--- src/rtl/graph_pkg.sv ---
// Shared display-geometry constants and the column evaluator FSM state encoding.
package graph_pkg;

  localparam int unsigned H_ACTIVE = 800;
  localparam int unsigned V_ACTIVE = 600;
  localparam int unsigned COEF_W   = 32;

  typedef enum logic [2:0] {
    IDLE  = 3'd0,
    LOAD  = 3'd1,
    STEP  = 3'd2,
    WRITE = 3'd3,
    FIN   = 3'd4
  } state_t;

endpackage

--- src/rtl/poly_mac.sv ---
// Combinational signed multiply-add: sum_c = acc * x + addend.
// POLY_SAT_EN: when defined, the result saturates from the full-width sum;
// otherwise it wraps to W bits.
module poly_mac #(
  parameter int unsigned W = 32
) (
  input  logic signed [W-1:0] acc,
  input  logic signed [W-1:0] x,
  input  logic signed [W-1:0] addend,
  output logic signed [W-1:0] sum_c
);

`ifdef POLY_SAT_EN
  localparam int unsigned FW = 2 * W + 1;

  logic signed [2*W-1:0] prod;
  logic signed [FW-1:0]  full;

  // Full-precision product plus addend, clamped to the signed W-bit range.
  always_comb begin
    prod = acc * x;
    full = FW'(prod) + FW'(addend);
    if (full[FW-1:W-1] == {(W+2){full[FW-1]}}) begin
      sum_c = full[W-1:0];
    end else if (full[FW-1]) begin
      sum_c = {1'b1, {(W-1){1'b0}}};
    end else begin
      sum_c = {1'b0, {(W-1){1'b1}}};
    end
  end
`else
  // Two's complement wrap: everything evaluated in a W-bit context.
  always_comb begin
    sum_c = acc * x + addend;
  end
`endif

endmodule

--- src/rtl/poly_column_eval.sv ---
// Evaluates p(x) = a4 x^4 + ... + a0 by Horner's rule for every screen column
// (x = col - shift_x), writing one result per column every 6 cycles.
// POLY_SAT_EN: saturating arithmetic in poly_mac; timing is unchanged.
module poly_column_eval #(
  parameter int unsigned H_ACTIVE = graph_pkg::H_ACTIVE,
  parameter int unsigned COEF_W   = graph_pkg::COEF_W
) (
  input  logic                     clk,
  input  logic                     reset,
  input  logic                     start,
  input  logic signed [COEF_W-1:0] coef0,
  input  logic signed [COEF_W-1:0] coef1,
  input  logic signed [COEF_W-1:0] coef2,
  input  logic signed [COEF_W-1:0] coef3,
  input  logic signed [COEF_W-1:0] coef4,
  input  logic signed [11:0]       shift_x,
  output logic                     busy,
  output logic                     done,
  output logic                     wr_en,
  output logic [9:0]               wr_addr,
  output logic signed [COEF_W-1:0] wr_data
);

  import graph_pkg::*;

  localparam int unsigned COL_W = (H_ACTIVE > 1) ? $clog2(H_ACTIVE) : 1;

  state_t                   state;
  state_t                   next;
  logic [COL_W-1:0]         col;
  logic signed [COEF_W-1:0] coef_sh [5];
  logic signed [11:0]       shift_sh;
  logic signed [COEF_W-1:0] acc;
  logic signed [COEF_W-1:0] x;
  logic [1:0]               k;
  logic signed [COEF_W-1:0] mac_sum;
  logic signed [COEF_W-1:0] col_ext;
  logic signed [COEF_W-1:0] shift_ext;
  logic                     last_col;

  assign last_col  = (col == COL_W'(H_ACTIVE - 1));
  assign col_ext   = COEF_W'($signed({1'b0, col}));
  assign shift_ext = COEF_W'(shift_sh);

  poly_mac #(.W(COEF_W)) u_mac (
    .acc    (acc),
    .x      (x),
    .addend (coef_sh[{1'b0, k}]),
    .sum_c  (mac_sum)
  );

  // State register.
  always_ff @(posedge clk) begin
    if (!reset) state <= IDLE;
    else        state <= next;
  end

  // Next-state logic.
  always_comb begin
    next = state;
    case (state)
      IDLE:    if (start) next = LOAD;
      LOAD:    next = STEP;
      STEP:    if (k == 2'd0) next = WRITE;
      WRITE:   next = last_col ? FIN : LOAD;
      FIN:     next = IDLE;
      default: next = IDLE;
    endcase
  end

  // Shadow operands, column counter and Horner accumulator.
  always_ff @(posedge clk) begin
    if (!reset) begin
      col      <= '0;
      acc      <= '0;
      x        <= '0;
      k        <= '0;
      shift_sh <= '0;
      for (int i = 0; i < 5; i++) coef_sh[i] <= '0;
    end else begin
      case (state)
        IDLE: begin
          if (start) begin
            coef_sh[0] <= coef0;
            coef_sh[1] <= coef1;
            coef_sh[2] <= coef2;
            coef_sh[3] <= coef3;
            coef_sh[4] <= coef4;
            shift_sh   <= shift_x;
            col        <= '0;
          end
        end
        LOAD: begin
          acc <= coef_sh[4];
          x   <= col_ext - shift_ext;
          k   <= 2'd3;
        end
        STEP: begin
          acc <= mac_sum;
          k   <= k - 2'd1;
        end
        WRITE: begin
          if (!last_col) col <= col + COL_W'(1);
        end
        default: ;
      endcase
    end
  end

  // Registered status and column-buffer write port.
  always_ff @(posedge clk) begin
    if (!reset) begin
      busy    <= 1'b0;
      done    <= 1'b0;
      wr_en   <= 1'b0;
      wr_addr <= '0;
      wr_data <= '0;
    end else begin
      busy  <= (next != IDLE);
      done  <= (state == FIN);
      wr_en <= (state == WRITE);
      if (state == WRITE) begin
        wr_addr <= 10'(col);
        wr_data <= acc;
      end
    end
  end

endmodule

--- config.mk ---
export PLATFORM = sky130hd
export DESIGN_NAME = poly_column_eval
export DESIGN_NICKNAME = d
export VERILOG_FILES = /design/src/rtl/graph_pkg.sv /design/src/rtl/poly_mac.sv /design/src/rtl/poly_column_eval.sv
export SDC_FILE = /design/constraint.sdc
export NUM_CORES = 2
export LEC_CHECK = 0
export CORE_MARGIN = 2
export CORE_UTILIZATION = 30
export CTS_BUF_LIST = sky130_fd_sc_hd__clkbuf_16
export CTS_CLUSTER_SIZE = 28
export DETAILED_ROUTE_END_ITERATION = 6
export PLACE_DENSITY_LB_ADDON = 0.3
export SLEW_MARGIN = 15
export SYNTH_ARGS = -nofsm -noshare
export SYNTH_HDL_FRONTEND = slang
export SYNTH_SLANG_ARGS = --single-unit
--- constraint.sdc ---
create_clock -name clk -period 7.7 [get_ports clk]
set_input_delay 2.31 -clock clk [delete_from_list [all_inputs] [get_ports clk]]
set_output_delay 2.31 -clock clk [all_outputs]
set_load 0.05 [all_outputs]
## Word level (Yosys, flattened, before mapping)

Memory sizes are Yosys's and may differ from the RTL's. A register that Yosys moved wholly into a read port is not among the register bits.
Index checks and enable logic that the tools add are counted.

| word-level totals | value |
|---|---|
| bits in registers | 136 |
| bits in writable memories | 160 |
| word-level logic and storage cells | 57 |
| memories kept | 1 |

| cells by class | value |
|---|---|
| bitwise logic cells | 5 |
| multiplexer cells | 21 |
| add/sub/neg operators | 4 |
| multiply operators | 1 |
| eq/ne operators | 7 |
| reductions and logical operators | 7 |

Memory list:

| name | depth | width | read ports | clocked after memory_dff | wr ports | RTL line | RTL |
|---|---|---|---|---|---|---|---|
| coef_sh | 5 | 32 | 2 | 1 | 5 | poly_column_eval.sv:31 | `logic signed [COEF_W-1:0] coef_sh [5];` |

Operator list:

| cell | number |
|---|---|
| 32-bit 2-to-1 mux | 5 |
| 32-bit case mux with 2 select lines | 1 |
| 32-bit adder | 1 |
| 32-bit by 32-bit multiplier with 32-bit output | 1 |
| 10-bit 2-to-1 mux | 2 |
| 10-bit case mux with 2 select lines | 1 |
| 3-bit 2-to-1 mux | 5 |
| 11-bit by 12-bit subtractor with 13-bit output | 1 |
| 3-bit case mux with 4 select lines | 1 |
| 10-bit by 1-bit adder with 10-bit output, second input constant | 1 |
| 10-bit == test, second input constant | 1 |
| 3-bit by 2-bit == test with 1-bit output, second input constant | 2 |
| 1-bit 2-to-1 mux | 5 |
| 1-bit bitwise OR | 5 |
| 2-bit inequality test, second input constant | 2 |
| 2-bit case mux with 2 select lines | 1 |
| 2-bit nonzero test | 2 |
| 3-bit by 1-bit == test with 1-bit output, second input constant | 1 |
| 3-bit == test, second input constant | 1 |
| 3-bit logical NOT | 1 |
| 3-bit AND reduction | 1 |
| 3-bit nonzero test | 1 |
| 2-bit logical NOT | 1 |
| 2-bit AND reduction | 1 |
| 2-bit by 1-bit subtractor with 2-bit output, second input constant | 1 |

## Longest topological paths before layout

| depth | value |
|---|---|
| word-level depth | 5 |
| gate-level depth with buffers | 30 |

## Hierarchy

Synthesis repeated with hierarchy kept, for this count alone.

| unflattened totals | value |
|---|---|
| cells, all modules | 2995 |
| area total of the unflattened synthesis | 29233.0 µm² |

Modules (own cells, without submodules):

| module | area each (µm²) | cells an instance | instances | sequential area each (µm²) |
|---|---|---|---|---|
| poly_mac | 17310.4 | 1962 | 1 | 0.0 |
| poly_column_eval | 11922.7 | 1033 | 1 | 7186.9 |

## Least setup slack after synthesis

No wires, ideal clock.

| timing | value |
|---|---|
| path type | register to register |
| start point | register (tool-made name) |
| end point | register acc[30] |
| stages on the path, launching flop included | 26 |
| period minus slack after synthesis | 7882 ps |
| data arrival time | 7807 ps |
| required time | 7626 ps |
| path slack | -182 ps |
| buffers on the path | 2 |
| cells stage by stage | dfxtp_1 clkbuf_1 buf_1 mux4_2 fa_1 inv_1 fa_1 fa_1 fa_1 inv_1 fa_1 fa_1 fa_1 inv_1 fa_1 inv_1 ha_1 nand4_1 nor2_1 or4b_4 o211ai_2 a31oi_4 o31ai_4 a21oi_2 or3_1 a31oi_1 |

RTL lines:

| element | RTL line | RTL |
|---|---|---|
| end signal, assigned | poly_column_eval.sv:94 | `acc <= coef_sh[4];` |
| end signal, assigned | poly_column_eval.sv:99 | `acc <= mac_sum;` |
| end, declared | poly_column_eval.sv:33 | `logic signed [COEF_W-1:0] acc;` |

## Worst setup path in the final report

| timing | value |
|---|---|
| start point | register x[6] |
| end point | register acc[31] |

| between the ends | value |
|---|---|
| word-level cells in the longest chain between the ends | 3 |

RTL lines:

| element | RTL line | RTL |
|---|---|---|
| start, declared | poly_column_eval.sv:34 | `logic signed [COEF_W-1:0] x;` |
| start signal, assigned | poly_column_eval.sv:95 | `x <= col_ext - shift_ext;` |
| 32-bit by 32-bit multiplier with 32-bit output | poly_mac.sv:34 | `sum_c = acc * x + addend;` |
| 32-bit adder | poly_mac.sv:34 |  |
| 32-bit case mux with 2 select lines | poly_column_eval.sv:81 | `case (state)` |

Every way passes these cells.
A chain may end at the register's enable or synchronous reset.

==> flow_metrics.py <==
metrics = {
    "cells_and_area": {
        "layout_common_cells": "inv_1 (503), fa_1 (386), nand2_1 (315)",
        "syn_to_final_growth_pct": 17.5,
        "fillers": 9047,
        "seqCellArea_um2": 7190,
        "layout.cells.most_common": "inv_1",
        "drive_above_1_share_pct": 6.33,
        "multiInputGateArea_um2": 17300,
        "layout.nets": 3598,
        "fin_cells": 4057,
    },
    "detailed_routing": {
        "totalWireLength_um": 75000,
        "drtAntennaViolNets": 0,
        "via_per_inst": 4.58,
        "wire_per_inst_um": 18.5,
        "drt_iter0_drc": 1109,
        "vias": 18565,
        "dr.pass1.iters": 6,
        "drc": 0,
    },
    "global_routing": {
        "grt_antenna_before_repair": 3,
        "grt_overflow": 0,
        "grt_max_degree": 109,
        "grt_pass1_wl_um": 118000,
        "grt_use_total_pct": 16.7,
        "grt_pass1_vias": 19723,
    },
    "floorplan": {
        "die_width_um": 303,
        "die_h_um": 303,
        "dieArea_um2": 92100,
        "io_pins": 220,
        "coreArea_um2": 88600,
        "num_rows": 109,
        "initial_core_util_pct": 30.3,
    },
    "logic_synthesis": {
        "yosys.cell_types.count": 58,
        "yosysSeqAreaShare_pct": 26.7,
        "syn_inst": 2687,
        "syn_nets": 3416,
        "synth-seq-cells": 279,
        "synth_edf_count": 160,
        "synth_ff_type": "edfxtp_1",
        "netlist_area_um2": 26900,
        "syn_avg_cell_area_um2": 10.0,
        "yosys_warnings": 0,
        "async_flop_share_pct": 0,
    },
    "power_and_ir_drop": {
        "switchingPower_mw": 3.11,
        "power_switching_share_pct": 42.8,
        "irDropWorstVdd_uv": 163,
        "pwr-share-comb_pct": 53.7,
        "p_clk_share_pct": 18.4,
        "p_per_area_nw_per_um2": 230,
        "fin_total_pwr_mw": 7.28,
        "pwr-share-seq_pct": 27.9,
        "internal-power_mw": 4.16,
        "p_leak_nw": 14.5,
    },
    "clock_network": {
        "cts_buffers": 28,
        "ctsHoldBuffers": 0,
        "clk_path_buf_depth": 3,
        "clk_latency_ns": 0.59,
        "cts_tree": "done",
        "path_clk_slew_ns": 0.06,
        "cts.sinks": 279,
        "cts-root-buf": "clkbuf_16",
        "cts_max_level": 1,
    },
    "timing": {
        "holdWs_ns": 0.456,
        "hold_viol": 0,
        "slew_violations": 0,
        "max_clock_freq_mhz": 136,
        "tightestPinTransition_ns": 1.09,
        "fin_crit_sh_pct": 95.7,
        "setup_viol": 0,
        "finalClockSkew_ns": 0.0389,
        "rsz0062_at_grt": "no",
        "maxSlewHeadroom_pct": 27.4,
        "setup_tns_ns": 0,
        "setup_ws_ns": 0.333,
        "fin_crit_ns": 7.37,
    },
    "critical_path": {
        "endpoint_kind": "flop",
        "cp-start-kind": "flop",
        "r2r_end": "acc[31]",
        "r2r_setup_slack_ns": 0.33,
        "cp_max_fo": 18,
        "arrival_ns": 7.83,
        "path_class": "reg2reg",
        "ff2ff_path_depth": 25,
        "crit_required_ns": 8.16,
        "rr_startpoint": "x[6]",
    },
    "placement": {
        "dp.cells": 4004,
        "pre_cts_slack_ns": 0.276,
        "portBuffers": 219,
        "gp_congestion": 0.851,
        "hpwl_um": 60900,
    },
    "min_path": {
        "hold_start": "wr_addr[9]",
        "worstHoldPathType": "reg2reg",
        "worstHoldEndpoint": "wr_addr[9]",
        "whs_path_depth": 2,
    },
    "run": {
        "cap_violations": 0,
    },
    "status": {
        "status": "finished, final reports clean",
    },
}
## worst max-delay path by stage
stage,start,end,slack (ns),cells past startpoint
after floorplan,flop,acc[30],0.09,25
after global routing,x[6],acc[31],0.003,25
after detailed placement,flop,acc[30],0.28,26
after CTS,flop,acc[28],0.29,26
final,x[6],acc[31],0.33,25
after global placement,flop,acc[30],0.35,26
## Yosys cell counts, types with 2 or more instances
cell        n  area (µm²)
edfxtp_1  160        4800
o31ai_1     2        15.0
and2_1    240        1500
nor2_1     62         233
nor3_1      7        35.0
o21a_1      4        30.0
ha_1      168        2100
a311oi_1   26         228
a211oi_1    5        37.5
o211ai_1    3        22.5
a21oi_1   101         505
nor2b_1     4        25.0
nor3b_1     5        37.5
o21ai_0    19        95.1
fa_1      386        7730
nor4b_1     3        26.3
a31o_2      2        17.5
o21bai_1    3        22.5
nand4_1     5        31.3
a21o_1     17         128
clkbuf_1  147         552
buf_2       2        10.0
xnor3_1     2        45.0
xnor2_1    63         552
buf_1       8        30.0
a21boi_0    4        30.0
nand2b_1    9        56.3
or3_1       9        56.3
and3_1    166        1040
a311o_1     2        20.0
dfxtp_1   119        2380
a31oi_1     7        43.8
nand2_1   317        1190
mux4_2     32         721
nand3_1    17        85.1
inv_1     497        1870
xor2_1     35         307
nand3b_1    4        30.0
or2_2       2        12.5
maj3_1      5        50.1
## per-stage QoR
step | cell area [µm²] | util (%)
after global routing | 31600 | 35.6
after CTS | 31600 | 35.6
final | 31600 | 35.6
after floorplan | 26900 | -
after detailed placement | 30700 | 34.6
after global placement | 30700 | 34.6
## per-layer routing
metal  GRT usage (%)  wire, µm
met1            23.5     34500
met2            27.9     35300
met3            1.97      3890
met4            3.23      1320
met5               0         0
## registers in the layout, indices dropped and copies added, names as in the netlist, 2 cells and up, named ones only
register / flops
k: 2
coef_sh: 160
wr_addr: 10
state: 3
col: 10
shift_sh: 12
acc: 32
x: 13
wr_data: 32
## cell type report
cell class	instances	area share [%]
multi-input cells	1753	54.7
flip-flops and latches	279	22.8
repair buffers	309	9.25
inverters	498	5.92
well taps	1165	4.61
clock buffers	29	2.30
clock inverters	23	0.463
diodes	1	0.00792
## kinds of logic (layout without fill, tap and decap cells)
group	Yosys count	count (layout)	share of synthesized area (%)
fa+ha+maj	559	559	36.7
other cells	0	1	0
xor+xnor	100	100	3.36
mux	32	32	2.68
flops	279	279	26.7
simple gates	853	853	16.3
compound gates	209	209	5.04
buf+inv	655	859	9.15
## power by group through the flow
stage	registers [mW]	logic, mW	clock network (mW)
3_5_place_dp	2.06	3.89	0
4_1_cts	2.03	3.95	1.37
3_3_place_gp	2.06	3.89	0
6_report	2.03	3.91	1.34
5_1_grt	2.06	4.42	1.41
2_1_floorplan	1.92	2.76	0
## worst max-delay path, stage by stage, from the launching register on
cell and delay (ns):
dfxtp_1 0.80, buf_4 0.30, and2_1 0.16, fa_1 0.44
fa_1 0.43, fa_1 0.55, inv_1 0.08, fa_1 0.41
fa_1 0.54, inv_1 0.04, ha_1 0.28, fa_1 0.49
inv_1 0.05, fa_1 0.47, inv_1 0.04, ha_1 0.33
a21oi_1 0.23, a21oi_1 0.10, a311o_1 0.34, a21oi_1 0.25
o31a_1 0.22, o211ai_1 0.14, a21oi_1 0.15, nor3b_1 0.06
buf_4 0.17, o21a_1 0.17
## what timing repair did
action,in CTS,in global routing
hold endpoints to repair,0,0
endpoints found under the setup margin,0,6
gates resized for setup,0,5
buffers inserted,0,0
Power figures use the tool's default switching activity.
